<file path="src/rtl/tdm_demux_4t1.sv">
// tdm_demux_4t1: 4-channel TDM serial demultiplexer with Sync-framed slots.
// Define TDM_DEMUX_PARITY_EN to add a fifth even-parity slot that gates the output update.
module tdm_demux_4t1 (
  input  logic       clk,
  input  logic       rst,
  input  logic       F,
  input  logic       Sync,
  output logic       A,
  output logic       B,
  output logic       C,
  output logic       D,
  output logic [1:0] Sel,
  output logic       Valid,
  output logic       Err
);
`ifdef TDM_DEMUX_PARITY_EN
  localparam int CW = 3;
  localparam int NS = 5;
`else
  localparam int CW = 2;
  localparam int NS = 4;
`endif
  localparam logic [CW-1:0] LAST = CW'(NS - 1);
  typedef enum logic {IDLE, RECV} state_t;
  state_t          state_q, state_d;
  logic [CW-1:0]   cnt_q, cnt_d;
  logic [NS-1:0]   sh_q, sh_d;
  logic [3:0]      out_q, out_d;
  logic            valid_q, valid_d, err_q, err_d;
  always_comb begin
    state_d = state_q;
    cnt_d   = cnt_q;
    sh_d    = sh_q;
    out_d   = out_q;
    valid_d = 1'b0;
    err_d   = 1'b0;
    if (Sync) begin
      sh_d[0] = F;
      cnt_d   = CW'(1);
      state_d = RECV;
    end else if (state_q == RECV) begin
      sh_d[cnt_q] = F;
      if (cnt_q == LAST) begin
        state_d = IDLE;
        cnt_d   = '0;
`ifdef TDM_DEMUX_PARITY_EN
        if (^sh_d == 1'b0) begin
          out_d   = sh_d[3:0];
          valid_d = 1'b1;
        end else begin
          err_d = 1'b1;
        end
`else
        out_d   = sh_d;
        valid_d = 1'b1;
`endif
      end else begin
        cnt_d = cnt_q + CW'(1);
      end
    end
  end
  always_ff @(posedge clk or posedge rst) begin
    if (rst) begin
      state_q <= IDLE;
      cnt_q   <= '0;
      sh_q    <= '0;
      out_q   <= '0;
      valid_q <= 1'b0;
      err_q   <= 1'b0;
    end else begin
      state_q <= state_d;
      cnt_q   <= cnt_d;
      sh_q    <= sh_d;
      out_q   <= out_d;
      valid_q <= valid_d;
      err_q   <= err_d;
    end
  end
  assign {D, C, B, A} = out_q;
  assign Sel   = (state_q == RECV) ? cnt_q[1:0] : 2'b00;
  assign Valid = valid_q;
  assign Err   = err_q;
endmodule

</file>
<file path="config.mk">
export PLATFORM = sky130hd
export DESIGN_NAME = tdm_demux_4t1
export DESIGN_NICKNAME = d
export VERILOG_FILES = /design/src/rtl/tdm_demux_4t1.sv
export SDC_FILE = /design/constraint.sdc
export NUM_CORES = 1
export LEC_CHECK = 0
export CORE_AREA = 2 2 39 41
export DETAILED_ROUTE_END_ITERATION = 16
export DIE_AREA = 0 0 41 43
export PLACE_DENSITY = 0.73
export SYNTH_ARGS = -nofsm -noshare
export SYNTH_HDL_FRONTEND = slang
export SYNTH_SLANG_ARGS = --single-unit
</file>
<file path="constraint.sdc">
create_clock -name clk -period 3.55 [get_ports clk]
set_input_delay 1.065 -clock clk [delete_from_list [all_inputs] [get_ports clk]]
set_output_delay 1.065 -clock clk [all_outputs]
set_load 0.01 [all_outputs]
</file>
After elaboration in Yosys (flattened, before gate mapping)
Cells that the tools add are included.
{ "op_classes": {"n_addsub": 1, "order_cmp": 2, "n_eq_ne": 1, "mux": 15, "bitwise": 1, "reduce_logical": 4} }
{ "op_table": {"columns": ["op", "n"], "rows": [
  ["2-to-1 mux 1 bit", 9],
  ["2-to-1 mux 2 bit", 4],
  ["bitwise mux 4 bit", 1],
  ["< comparator 2 x 3 -> 1 bit, second input constant", 1],
  ["AND reduction 3 bit", 1],
  ["adder 2 x 1 -> 2 bit, second input constant", 1],
  ["demux 1 bit (select 2 bit)", 1],
  ["equality test 2 bit, second input constant", 1],
  ["greater-or-equal comparator 2 x 1 -> 1 bit, second input constant", 1],
  ["AND reduction 2 bit", 1],
  ["nonzero test 2 bit", 1],
  ["logical AND 1 bit", 1],
  ["inverter 1 bit", 1]
]} }
{ "totals": {"regBits": 12, "inputBits": 4, "out_inout_bits": 8, "wordCells": 30} }

Longest topological paths before layout
Gate-level depths: netlist of run 1.
{ "logic_depth": {"depth_word": 7, "depth_mapped": 4, "depth_no_buf": 4} }

Worst setup path before layout of run 1
Ideal clock, no wire load.
{ "synth_path": {"kind": "input port to flip-flop", "startpoint": "in Sync", "endpoint": "reg out_q[0]", "t_arrival_ps": 1668, "path_slack_ps": 1757, "cell_stages": 3, "path_buffers": 1, "cell_sequence": "and3b_1 -> buf_6 -> mux2_4"} }
{ "synth_via": {"elab_chain_cells": 2} }
{ "synth_lines": {"columns": ["element", "line", "rtl"], "rows": [
  ["from (decl)", "7", "input logic Sync,"],
  ["inverter 1 bit (no line)", null, null],
  ["AND reduction 3 bit (no line)", null, null],
  ["to (signal assigned)", "74", "out_q <= out_d;"],
  ["to (decl)", "28", "logic [3:0] out_q, out_d;"]
]} }
Every way passes these cells.
A chain may end at the register's enable or synchronous reset.

Final worst setup path of run 1
{ "layout_path": {"startpoint": "reg state_q", "endpoint": "out Sel[0]"} }
{ "layout_via": {"elab_chain_cells": 1} }
{ "layout_lines": {"columns": ["element", "line", "rtl"], "rows": [
  ["from (decl)", "25", "state_t state_q, state_d;"],
  ["from (signal assigned)", "71", "state_q <= state_d;"],
  ["2-to-1 mux 2 bit", "80", "assign Sel = (state_q == RECV) ? cnt_q[1:0] : 2'b00;"],
  ["to (decl)", "12", "output logic [1:0] Sel,"]
]} }
Every way passes these cells.

==> results of run 1 <==
==> through the flow <==
step	cell area (µm²)	cells	hold slack, ns
after global routing	701	72	0.528
after detailed placement	674	68	0.494
after floorplan	584	45	0.475
after global placement	674	68	0.484
final	701	72	0.505
after CTS	701	72	0.510
==> power groups by stage <==
| stage | clock network [mW] | registers [mW] | logic, mW |
|---|---|---|---|
| finish | 0.0835 | 0.220 | 0.260 |
| global route | 0.0950 | 0.230 | 0.283 |
| CTS | 0.0869 | 0.221 | 0.264 |
| detailed placement | 0 | 0.224 | 0.262 |
| global placement | 0 | 0.221 | 0.261 |
| floorplan | 0 | 0.220 | 0.174 |
==> layer usage <==
metal  global-route usage  vias up
met5                    0        -
met4               0.0800        0
met3               0.0471        2
met2                0.169        8
met1                0.166      174
li1                     -      169
==> worst max-delay path by stage <==
stage / startpoint / to / cells past startpoint
finish: state_q / Sel[0] / 2
global route: state_q / Sel[0] / 2
CTS: state_q / Sel[0] / 2
detailed placement: Sync / out_q[3] / 3
global placement: Sync / out_q[2] / 3
floorplan: Sync / out_q[0] / 3
==> cell usage in the layout, fill, tap and decap left out <==
cell type / Yosys / final
sky130_fd_sc_hd__dfrtp_1: 11 / 11
sky130_fd_sc_hd__clkdlybuf4s50_1: 0 / 10
sky130_fd_sc_hd__mux2_2: 6 / 6
sky130_fd_sc_hd__mux2_4: 4 / 4
sky130_fd_sc_hd__inv_1: 4 / 4
sky130_fd_sc_hd__ha_1: 4 / 4
sky130_fd_sc_hd__clkbuf_4: 0 / 3
sky130_fd_sc_hd__nor2_1: 2 / 2
sky130_fd_sc_hd__nand3b_1: 2 / 2
sky130_fd_sc_hd__and2_1: 2 / 2
sky130_fd_sc_hd__a21oi_1: 1 / 1
sky130_fd_sc_hd__and3b_1: 1 / 1
sky130_fd_sc_hd__mux2i_1: 1 / 1
sky130_fd_sc_hd__a21o_2: 1 / 1
sky130_fd_sc_hd__nor2b_1: 1 / 1
sky130_fd_sc_hd__a211o_1: 1 / 1
sky130_fd_sc_hd__conb_1: 1 / 1
sky130_fd_sc_hd__clkbuf_1: 0 / 1
==> sequential cells by signal (all words and copies together) (netlist names) <==
name / cells
out_q: 4
Valid: 1
state_q: 1
sh_q: 3
cnt_q: 2
==> cells by family after synthesis <==
kind of cell / after synthesis / share of synthesized area
other cells: 1 / 0.00642
buf+inv: 7 / 0.0771
mux: 11 / 0.236
compound gates: 3 / 0.0385
simple gates: 8 / 0.0857
flops: 11 / 0.471
fa+ha+maj: 4 / 0.0857
==> cell type report <==
cell class,count,area (µm²),share of cell area
Multi-Input combinational cell,27,264,0.377
Clock buffer,4,26.3,0.0375
Sequential cell,11,275,0.393
Inverter,4,15.0,0.0214
Tap cell,16,20.0,0.0286
Timing Repair Buffer,10,100,0.143
==> flow_results.org, run 1 <==
** Floorplan
- From bottom edge to top edge, the die measures roughly 43 µm.
- The initial utilization of the core area, before any placement, comes to 0.422.
- The die covers 0.00176 mm².
- Core Footprint :: roughly 0.0014 mm²
- For this design the top-level I/O count stands at 12.
- From left edge to right edge, the die measures around 41 µm.
- Row generation in the floorplan step produced 14 rows.

** Setup path
- In this run the critical register-to-register path is launched from cnt_q[0].
- Data required time of the critical path :: 2.48 ns
- Startpoint types :: flop
- Buffers & Inverters on Critical Path :: 1
- Among cell families on the critical path, the largest total delay comes from buffers and inverters.
- Worst path max stage delay :: between 0.5 and 0.6 ns
- The critical path is of the flop to output port type.
- Counting cells, the worst reg-to-reg path comes to 4.
- Critical Path End Type :: output port
- Data on the critical path arrives at its endpoint at ~1.5 ns.
- The slowest stage of the critical path belongs to the cell sky130_fd_sc_hd__clkdlybuf4s50_1.
- Across all register-to-register paths, the minimum setup slack is around 2.1 ns.
- The worst register-to-register path ends at out_q[0].
- The signal on the critical path passes through and2_1, clkdlybuf4s50_1.
- Worst-path maximum fanout :: 10

** Logic synthesis
- Count of mapped cells out of synthesis :: 45
- Average cell area after synthesis :: 13.0 µm²
- Proportion of netlist area held by the largest area contributor :: 0.471
- The cell area that synthesis handed to floorplanning was between 500 and 600 µm².
- Cell type with the largest total area after synthesis :: sky130_fd_sc_hd__dfrtp_1
- The synthesized design contains 11 register bits.
- Number of synthesized flops with an enable pin :: 0
- Dominant synthesized flop cell :: sky130_fd_sc_hd__dfrtp_1
- Share of synthesized registers carrying an async set or reset :: 1.00
- Cell with the most instances after synthesis :: sky130_fd_sc_hd__dfrtp_1
- When the netlist entered floorplanning its net count stood at 53.
- Number of warnings reported in the yosys synthesis log :: 0
- Sorting the synthesized cells by how often they occur yields sky130_fd_sc_hd__dfrtp_1 (11), sky130_fd_sc_hd__mux2_2 (6), sky130_fd_sc_hd__ha_1 (4), sky130_fd_sc_hd__inv_1 (4), sky130_fd_sc_hd__mux2_4 (4).
- Cell types with the largest area share after synthesis :: sky130_fd_sc_hd__dfrtp_1 (47%), sky130_fd_sc_hd__mux2_2 (12%), sky130_fd_sc_hd__mux2_4 (10%), sky130_fd_sc_hd__ha_1 (8.6%), sky130_fd_sc_hd__buf_6 (3.9%)
- Sequential cell area fraction in the yosys report :: 0.471
- Library cells used by synthesis :: 17

** Power
- VDD sags by at most ~0.00036 V.
- Reported leakage power :: 0.328 nW
- Combinational fraction of design power :: 0.462
- The design draws 0.564 mW.
- Clock power frac :: 0.148
- Switching pwr :: 0.172 mW
- Power spread over the standard cell area amounts to roughly 800 mW/mm².
- Internal power of the cells :: slightly below 0.4 mW
- Of the total power, the share spent switching nets is 0.306.
- Of the total power, registers draw 0.390.

** Clock tree
- For the worst-skew pair, the clock arrives at the later sink with an insertion delay of 0.26 ns.
- Counting along the longest clock path gives a buffer depth of 2.
- After clock tree synthesis, the flow added hold-fix buffers numbering 0.
- Root cell of the clock tree :: sky130_fd_sc_hd__clkbuf_4
- TritonCTS built the clock tree.
- CTS built an H-tree with a depth of 1.
- The number of setup buffers added after CTS is 0.
- In this run, CTS created clock tree buffers numbering 3.
- Resize count post-CTS :: 0
- # clock sinks :: 11
- Register clock-pin slew on the reported worst setup and hold paths :: 0.07 ns

** STA
- Summed over all failing endpoints, the final setup total negative slack is 0 ns.
- The number of hold violations in the final report came to 0.
- Max Transition Viols Final :: 0
- Upper clock frequency limit :: roughly 0.39 GHz
- Worst clock skew on the final layout :: ~0.0033 ns
- Setup violations remaining at the end of the flow were counted as 0.
- Setup repair after global routing left no endpoint under its margin.
- Post-route minimum period :: 2.55 ns
- Part of the cycle the worst path needs :: 0.720
- In the post-route analysis, the smallest setup slack over all paths is 0.995 ns.

** Detailed routing
- Number of vias after detailed routing :: approximately 350
- DRC violations left :: 0
- For this run, the detailed router's first-pass iteration total came to 3.
- After detailed routing, the met2 layer carries 414 µm of wire.
- After the first detailed-routing iteration, the DRC count stood at 4.
- In this run the remaining antenna-violating nets after routing total 0.
- The highest layer touched by signal routing is met4.
- Final routed wirelength across all metal layers :: 894 µm
- Met3 wire len :: ~35 µm
- DRT met1 WL :: about 430 µm
- Wirelength per Cell :: around 12 µm
- Mean number of vias per cell :: 4.90

** Placement
- After legalization and detailed placement, the total HPWL measured between 600 and 700 µm.
- Buffers placed on the I/O ports in this run total 10.
- Prior to clock tree synthesis, the placed netlist has a worst setup slack of 1.11 ns.
- Global placement routability congestion :: around 0.73

** Finish
- Fill cells in the final layout number between 100 and 150.
- In the final layout, the share of cells above drive strength 1 is 0.250.
- Net count, final :: 65
- Once layout is complete, the utilization of the core stands at 0.506.
- Antenna cell count :: 0
- Relative to the synthesized area, the layout overhead comes to 19.9%.

** Global route
- The via count of the first global-routing pass came to 337.
- Overflow left after global routing :: 0
- Across every metal layer, demand over resource in global routing totals 0.127.
- Number of antenna violations at the first check in global routing :: 0
- Entering global routing, the biggest net connects 12 pins.
- Global-route wire length before repair :: approximately 1400 µm

** Min path
- Hold path endpoint :: sh_q[0]
- The path class of the tightest hold or removal check is flop to flop.
- Counting instances, the worst hold path has a depth of 1.
- Startpoint of the tightest hold check path :: sh_q[0]

** Job
- Max cap viols :: 0

** Status
- The flow ran to the end, and the final reports show no timing, DRC or antenna violations.
No activity file was read; power rests on OpenSTA's default activity.
==> run 2, diff against run 1 <==
--- a/config.mk
+++ b/config.mk
@@ -5,9 +5,9 @@
 export SDC_FILE = /design/constraint.sdc
 export NUM_CORES = 1
 export LEC_CHECK = 0
-export CORE_AREA = 2 2 39 41
+export CORE_MARGIN = 2
+export CORE_UTILIZATION = 42
 export DETAILED_ROUTE_END_ITERATION = 16
-export DIE_AREA = 0 0 41 43
 export PLACE_DENSITY = 0.73
 export SYNTH_ARGS = -nofsm -noshare
 export SYNTH_HDL_FRONTEND = slang
==> constraint.sdc (replaced) <==
create_clock -name clk -period 2.2 [get_ports clk]
set_input_delay 0.66 -clock clk [delete_from_list [all_inputs] [get_ports clk]]
set_output_delay 0.66 -clock clk [all_outputs]
set_load 0.01 [all_outputs]
==> run 2 against run 1 <==
Effect of this change:
- via count increased by 3.1%
- sequential share of layout area decreased by 0.24 points
- count of clock-buffer cells in the layout unchanged
- non-clock buffer count increased by 1
- clock power increased by 58%
- critical endpoint is now Sel[1]
==> flow_results.org, run 2 (same netlist as run 1, synthesis figures left out) <==
** STA
- Unrepaired setup endpoints after global routing: false (unchanged).
- Dividing the final minimum period by the clock period gives 0.935.
- Subtracting the final worst setup slack from the clock period gives just over 2 ns.
- Worst clock skew on the final layout :: 0.00700 ns (was 0.00335 ns)
- The final-report max-slew violation count was 0 (unchanged).
- Total negative slack :: 0 ns (unchanged)
- The number of hold violations in the final report came to 0 (unchanged).
- Upper clock frequency limit :: a little under 0.5 GHz
- Count of final setup violators :: 0 (unchanged)

** Detailed routing
- Mean number of vias per cell :: 5.06 (was 4.90)
- Wirelength per Cell :: 12.4 µm (about the same)
- Post-detailed-route count of antenna-violating nets :: 0 (unchanged)
- The number of remaining DRC errors was 0 (unchanged).
- DR iter-0 viols :: 2 (was 4)
- Number of vias after detailed routing :: 364 (was 353)
- The length of the first detailed-routing pass in iterations came to 4 (was 3).
- Final routed wirelength across all metal layers :: 893 µm (was 894 µm)

** Placement
- The count of input and output buffers was 10 (unchanged).
- The HPWL after detailed placement was 655 µm (was 674 µm).
- The placed cell count is 68 (unchanged).
- The final RePlAce weighted congestion was 0.707 (was 0.735).

** Floorplan
- The die extent in x is 41.3 µm (was 41 µm).
- The die extent in y was 41.3 µm (was 43 µm).
- Full die area :: 0.00171 mm² (was 0.00176 mm²)
- Core Footprint :: 0.00130 mm² (was 0.00138 mm²)
- The starting density of the core was 0.449 (was 0.422).
- Placement Rows :: 13 (was 14)
- I/O pins :: 12 (unchanged)

** Finish
- Synth-to-layout area growth :: 21.2% (was 19.9%)
- Flip-flop count of the largest register, all copies and words added :: 4 (unchanged)
- Filler cell count :: 117 (was 130)
- The number of nets in the final layout was 66 (was 65).
- Final core occ :: 0.544 (was 0.506)
- Non-filler cells, final :: 72 (unchanged)
- Antenna cell count :: 0 (unchanged)
- Largest registers: out_q: 4 flops, sh_q: 3 flops, cnt_q: 2 flops (unchanged).
- Commonest non-fill, non-tap cells in the layout :: sky130_fd_sc_hd__dfrtp_1 (10), sky130_fd_sc_hd__clkdlybuf4s50_1 (10), sky130_fd_sc_hd__mux2_2 (6) (was sky130_fd_sc_hd__dfrtp_1 (11), sky130_fd_sc_hd__clkdlybuf4s50_1 (10), sky130_fd_sc_hd__mux2_2 (6))
- Reg with most FFs :: out_q (unchanged)
- Fraction of layout cells with a size suffix above 1 :: 0.281 (was 0.250)

** Power
- Reported leakage power :: 0.332 nW (was 0.328 nW)
- Pwr Total :: 0.912 mW (was 0.564 mW)
- The maximum ir drop on the vdd rail was 0.000544 V (was 0.000364 V).
- The power per cell area is 1290 mW/mm² (was 804 mW/mm²).

** Setup path
- The nature of the critical path endpoint is an output port (unchanged).
- Kind of critical path :: flop to output port (unchanged)
- Arrival time at the worst endpoint :: 1.40 ns (was 1.49 ns)
- Worst-path maximum fanout :: 10 (unchanged)
- The sort of element at the start of the critical path is a flop (unchanged).
- The required arrival time at the worst endpoint is 1.54 ns (was 2.48 ns).
- Worst R2R Setup Slack :: 0.76 ns (was 2.14 ns)

** Global route
- Pin count of the biggest net entering global routing :: 12 (unchanged)
- The global-route usage over all layers is 0.143 (was 0.127).
- The via count of the first global-routing pass is 353 (was 337).
- Global-route wire length before repair :: 1460 µm (was 1440 µm)
- The overall overflow remaining after global route came to 0 (unchanged).
- Number of antenna violations at the first check in global routing :: 0 (unchanged)

** Clock tree
- Register clock-pin slew on the reported worst setup and hold paths :: 0.06 ns (was 0.07 ns)
- # clock sinks :: 11 (unchanged)
- Root cell of the clock tree :: sky130_fd_sc_hd__clkbuf_4 (unchanged)
- The CTS buffer count was 3 (unchanged).
- Post-CTS Setup Bufs :: 0 (unchanged)
- The clock tree from TritonCTS is yes (unchanged).
- The buffer depth of the longest clock path came to 2 (unchanged).
- The later-pin clock latency in the skew report is 0.27 ns (was 0.26 ns).
- The CTS H-tree depth is 1 (unchanged).

** Status
- Status: complete, no violations (unchanged).

** Min path
- The kind of path behind the tightest hold check was flop to flop (unchanged).

** Job
- The number of maximum-capacitance constraint violations came to 0 (unchanged).
==> run 2: worst max-delay path, stage by stage, from the launching register on <==
cell	delay, ns
sky130_fd_sc_hd__dfrtp_2	0.45
sky130_fd_sc_hd__and2_1	0.15
sky130_fd_sc_hd__clkdlybuf4s50_1	0.53
==> run 2: metrics by stage <==
stage | hold WS [ns] | area [µm²] | setup WS (ns)
floorplan | 0.475 | 584 | 0.812
global placement | 0.487 | 681 | 0.282
detailed placement | 0.493 | 681 | 0.268
CTS | 0.508 | 707 | 0.0485
global route | 0.536 | 708 | 0.0588
finish | 0.504 | 708 | 0.142
==> run 2: area by class of cell <==
cell class	count	area, µm²	area share
Sequential cell	11	277	0.390
Multi-Input combinational cell	27	264	0.373
Timing Repair Buffer	11	108	0.152
Clock buffer	4	26.3	0.0371
Tap cell	15	18.8	0.0265
Inverter	4	15.0	0.0212
==> run 2: final timing paths <==
path                                from  endpoint  cells after the start
max in group asynchronous            rst   state_q                      2
min in group asynchronous            rst  out_q[3]                      2
worst min register to register   sh_q[2]   sh_q[2]                      1
worst max register to register  cnt_q[0]  out_q[2]                      3
worst max-delay path             state_q    Sel[1]                      2
worst min-delay path             sh_q[2]   sh_q[2]                      1
==> run 2: timing repair <==
action,CTS,global route
resized for setup,0,1
setup endpoints to repair,0,2
hold buffers,0,0
hold endpoints to repair,0,0
==> run 2: where the power goes <==
part / total [mW] / internal [mW] / leakage, nW / switching [mW]
combinational: 0.423 / 0.275 / 0.187 / 0.148
clock: 0.132 / 0.0701 / 0.0150 / 0.0624
sequential: 0.357 / 0.289 / 0.130 / 0.0680
==> run 2: per-layer routing <==
| metal | track usage | part of all wire | vias up | routed length (µm) |
|---|---|---|---|---|
| li1 | - | - | 169 | - |
| met1 | 0.153 | 0.43 | 183 | 388 |
| met2 | 0.215 | 0.49 | 10 | 442 |
| met3 | 0.0957 | 0.057 | 2 | 51 |
| met4 | 0.0726 | 0.012 | 0 | 11 |
| met5 | 0 | 0 | - | 0 |
